## src/rtl/pipe_pkg.sv

```systemverilog
// Shared definitions for pipeline-stage registers: occupancy state codes
// and the default bubble instruction for the 32-bit instruction path.
package pipe_pkg;
  localparam logic [1:0] PS_EMPTY = 2'd0;
  localparam logic [1:0] PS_ONE   = 2'd1;
  localparam logic [1:0] PS_TWO   = 2'd2;

  // addi x0, x0, 0 -- canonical NOP used as the bubble on the instruction path
  localparam logic [31:0] PIPE_NOP = 32'h0000_0013;
endpackage

```

## src/rtl/pipe_dreg.sv

```systemverilog
// WIDTH-bit data register with synchronous reset to RV and a load enable.
module pipe_dreg #(
  parameter int              WIDTH = 32,
  parameter logic [WIDTH-1:0] RV   = '0
) (
  input  logic             clk,
  input  logic             rst,
  input  logic             en,
  input  logic [WIDTH-1:0] d,
  output logic [WIDTH-1:0] q
);

  // Load d when enabled; reset returns the register to its bubble value.
  always_ff @(posedge clk) begin
    if (rst)     q <= RV;
    else if (en) q <= d;
  end

endmodule

```

## src/rtl/pipe_skid_reg.sv

```systemverilog
// Pipeline-stage register with valid/ready handshake and a one-entry skid
// buffer. in_ready depends only on registered state (gated by ce), so a
// downstream stall never ripples combinationally into the upstream stage.
module pipe_skid_reg
  import pipe_pkg::*;
#(
  parameter int               WIDTH     = 32,
  parameter logic [WIDTH-1:0] FLUSH_VAL = '0
) (
  input  logic             clk,
  input  logic             rst,
  input  logic             ce,
  input  logic             flush,
  input  logic             in_valid,
  output logic             in_ready,
  input  logic [WIDTH-1:0] in_data,
  output logic             out_valid,
  input  logic             out_ready,
  output logic [WIDTH-1:0] out_data,
  output logic [1:0]       occupancy
);

  logic [1:0]       state, state_nxt;
  logic             main_valid, skid_valid;
  logic             in_xfer, out_xfer;
  logic             main_ld, skid_ld;
  logic [WIDTH-1:0] main_d, skid_d, main_q, skid_q;

  assign main_valid = (state != PS_EMPTY);
  assign skid_valid = (state == PS_TWO);

  assign in_ready  = ce & ~skid_valid;
  assign out_valid = ce & main_valid;
  assign in_xfer   = in_valid & in_ready;
  assign out_xfer  = out_valid & out_ready;

  // Bubble value is forced when empty so debug views show a NOP, not stale data.
  assign out_data  = main_valid ? main_q : FLUSH_VAL;
  assign occupancy = state;

  // Next-state and payload-load selection; flush wins over every transfer.
  always_comb begin
    state_nxt = state;
    main_ld   = 1'b0;
    skid_ld   = 1'b0;
    main_d    = in_data;
    skid_d    = in_data;
    if (ce) begin
      if (flush) begin
        // Any same-cycle in_xfer is dropped; an out_xfer already consumed main.
        state_nxt = PS_EMPTY;
        main_ld   = 1'b1;
        skid_ld   = 1'b1;
        main_d    = FLUSH_VAL;
        skid_d    = FLUSH_VAL;
      end else begin
        case (state)
          PS_EMPTY: begin
            if (in_xfer) begin
              state_nxt = PS_ONE;
              main_ld   = 1'b1;
            end
          end
          PS_ONE: begin
            if (in_xfer && out_xfer) begin
              main_ld = 1'b1;
            end else if (in_xfer) begin
              state_nxt = PS_TWO;
              skid_ld   = 1'b1;
            end else if (out_xfer) begin
              state_nxt = PS_EMPTY;
            end
          end
          PS_TWO: begin
            // in_ready is low here, so only the drain path exists.
            if (out_xfer) begin
              state_nxt = PS_ONE;
              main_ld   = 1'b1;
              main_d    = skid_q;
            end
          end
          default: state_nxt = PS_EMPTY;
        endcase
      end
    end
  end

  // Occupancy state register; reset overrides ce and flush.
  always_ff @(posedge clk) begin
    if (rst) state <= PS_EMPTY;
    else     state <= state_nxt;
  end

  pipe_dreg #(.WIDTH(WIDTH), .RV(FLUSH_VAL)) u_main (
    .clk (clk),
    .rst (rst),
    .en  (main_ld),
    .d   (main_d),
    .q   (main_q)
  );

  pipe_dreg #(.WIDTH(WIDTH), .RV(FLUSH_VAL)) u_skid (
    .clk (clk),
    .rst (rst),
    .en  (skid_ld),
    .d   (skid_d),
    .q   (skid_q)
  );

endmodule

```

## config.mk

```make
export PLATFORM = sky130hd
export DESIGN_NAME = pipe_skid_reg
export DESIGN_NICKNAME = d
export VERILOG_FILES = /design/src/rtl/pipe_pkg.sv /design/src/rtl/pipe_dreg.sv /design/src/rtl/pipe_skid_reg.sv
export SDC_FILE = /design/constraint.sdc
export NUM_CORES = 1
export LEC_CHECK = 0
export CAP_MARGIN = 25
export CORE_MARGIN = 1
export CORE_UTILIZATION = 50
export DETAILED_ROUTE_END_ITERATION = 12
export HOLD_SLACK_MARGIN = 0.02
export PLACE_DENSITY = 0.81
export SETUP_SLACK_MARGIN = 0.15
export SKIP_CTS_REPAIR_TIMING = 1
export SYNTH_ARGS = -nofsm -noshare
export SYNTH_HDL_FRONTEND = slang
export SYNTH_SLANG_ARGS = --single-unit
export TNS_END_PERCENT = 5
```

## constraint.sdc

```tcl
create_clock -name clk -period 2.85 [get_ports clk]
set_clock_uncertainty 0.15 [all_clocks]
set_input_delay 0.285 -clock clk [delete_from_list [all_inputs] [get_ports clk]]
set_output_delay 0.285 -clock clk [all_outputs]
set_load 0.01 [all_outputs]
```

==> results of run 1 <==
-- cells in the mapped netlist, drive strengths merged, types with 2 or more instances --
library cell / instances
nand3b: 3
nand2: 64
mux2i: 18
a311oi: 14
nand2b: 3
nor2: 52
nor2b: 16
nand3: 28
o32a: 18
a21boi: 2
a21oi: 32
clkbuf: 22
buf: 13
dfxtp: 66
inv: 19
o21ai: 2
-- sequential cells by signal, summed over array words and instances, names as in the netlist --
register	flops
occupancy	2
u_main.q	32
u_skid.q	32
-- kinds of logic after synthesis --
| kind of cell | share of synthesized area |
|---|---|
| AOI/OAI and AO/OA | 0.171 |
| xor gates and xnor gates | 0.00287 |
| buffers and inverters | 0.0819 |
| DFF | 0.432 |
| muxes | 0.0626 |
| and+or+nand+nor | 0.249 |
-- power by group --
| part | switching, mW | leakage (nW) | internal (mW) |
|---|---|---|---|
| registers | 0.0117 | 0.536 | 0.949 |
| logic | 0.113 | 0.811 | 0.111 |
| clock network | 0.345 | 0.119 | 0.563 |
| total | 0.470 | 1.47 | 1.62 |
-- metal layers --
layer / vias to the layer above / routed length (um)
li1: 1423 / -
met1: 1277 / 3260
met2: 104 / 3560
met3: 16 / 486
met4: 0 / 146
met5: - / 0
-- per-stage QoR --
stage / util / setup WS (ns) / total power, mW / cells
2_1_floorplan: - / 1.03 / 1.11 / 384
3_3_place_gp: 0.640 / 0.366 / 1.20 / 506
3_5_place_dp: 0.640 / 0.333 / 1.20 / 506
4_1_cts: 0.680 / 0.304 / 2.11 / 522
5_1_grt: 0.680 / 0.211 / 2.18 / 522
6_report: 0.680 / 0.304 / 2.09 / 522
-- worst max-delay path: stages (launching register included) --
cell,delay [ns]
dfxtp_1,0.43
nor2_2,0.38
buf_4,0.36
nor2_1,0.11
clkdlybuf4s50_1,0.49
-- final timing paths --
kind | startpoint | end | slack [ns] | depth (start not counted)
setup / recovery | occupancy[1]$_SDFFE_PP0P_ | out_data[29] | 0.30 | 4
hold reg to reg | u_skid.q[25]$_SDFFE_PP0P_ | u_skid.q[25]$_SDFFE_PP0P_ | 0.30 | 2
setup reg to reg | occupancy[1]$_SDFFE_PP0P_ | u_main.q[2]$_SDFFE_PP0P_ | 0.73 | 4
hold / removal | u_skid.q[25]$_SDFFE_PP0P_ | u_skid.q[25]$_SDFFE_PP0P_ | 0.30 | 2
-- area by class of cell --
class | count | area (um^2)
Timing Repair Buffer | 82 | 811
Sequential cell | 66 | 1320
Fill cell | 491 | 1890
Clock buffer | 12 | 165
Tap cell | 75 | 93.8
Multi-Input combinational cell | 264 | 1490
Inverter | 19 | 71.3
Clock inverter | 4 | 72.6
==> qor.csv, run 1 <==
metric,value,unit
status,completed,
core area,0.00592,mm^2
Clock transition at path regs,0.07,ns
leakage,1.47,nW
WP data required,2.41,ns
PortBufs,73,
"FFs w/ async S/R, synth",0,
HP Class,register to register,
antenna violations before repair,0,
TritonCTS Buffers,9,
worst setup path class,register to output pin,
ANT cells,0,
RSZ-0062 raised after global routing,no,
clk sink count,66,
Max Slew Vio Count,0,
# rows,28,
CTS tree,done,
Synth cell types,32,
crit end category,output pin,
register area share after synthesis,0.432,
Pwr per Cell Area,519,mW/mm^2
die area,0.00643,mm^2
Mapped Nets,422,
pin count of the biggest net entering global routing,46,
boundary pin count,74,
# DRC,0,
"Clk Latency, worst-skew pair",0.34,ns
die width,80.2,um
global-route wire length before repair,12100,um
TNS Setup,0,ns
Worst slew margin,0.457,
Yosys top cell by area,dfxtp_1,
worst slew pin tran,0.815,ns
initial drt markers,198,
GRT met1 Usage,0.305,
nets,480,
HPWL after DPL,4680,um
YS warnings,0,
mean number of vias per cell,5.40,
Starting Density,0.516,
fin area,0.00403,mm^2
layout cells sized above 1,0.0649,
CP Launch Type,register,
WHS,0.304,ns
final WL,7450,um
vias in the first global route,2583,
Total GRT Usage,0.245,
H-tree depth,3,
syn_area_per_cell,7.96,um^2
"leading cell type in the layout, fill and taps excluded",clkdlybuf4s50_1,
fmax,393,MHz
"commonest cells after routing, fill and taps aside","clkdlybuf4s50_1, dfxtp_1, nand2_1, nor2_1, a21oi_1",
Syn Std Cell Area,0.00306,mm^2
DR pass1 iterations,4,
routed vias,2820,
Finish-stage setup viols,0,
met3 Use GR,0.0648,
Post-synth EDFFs,0,
Cells after Synth,384,
ys flop type,dfxtp_1,
Final min period,2.55,ns
Max Cap Viol,0,
Clock Tree Root,clkbuf_8,
WL per Instance,14.3,um
Die Ht,80.2,um
clock buffer depth,2,
top cell type's share of synthesized area,0.432,
CP max FO,25,
VDD IR max,0.308,mV
Placer Congestion,0.755,
M2 GR Usage,0.402,
global route overflow,0,
Final Hold Viols,0,
Critical Path AT,2.11,ns
Placed Instance Area,0.00379,mm^2
busiest layer in global routing,met2,
period utilization,0.893,
#FFs+latches synth,66,
largest cells by area after synthesis,"dfxtp_1, nand2_1, nor2_1",
Area Overhead vs Synth,31.8,%
ANT nets after route,0,
(Power assumes the default switching activity.)
==> run 2: changes to the inputs <==
Settings changed: CORE_MARGIN 1 to unset, CTS_CLUSTER_SIZE set to 24.
==> results of run 2 <==
Final layout, timing and power as in run 1 (identical DEF).
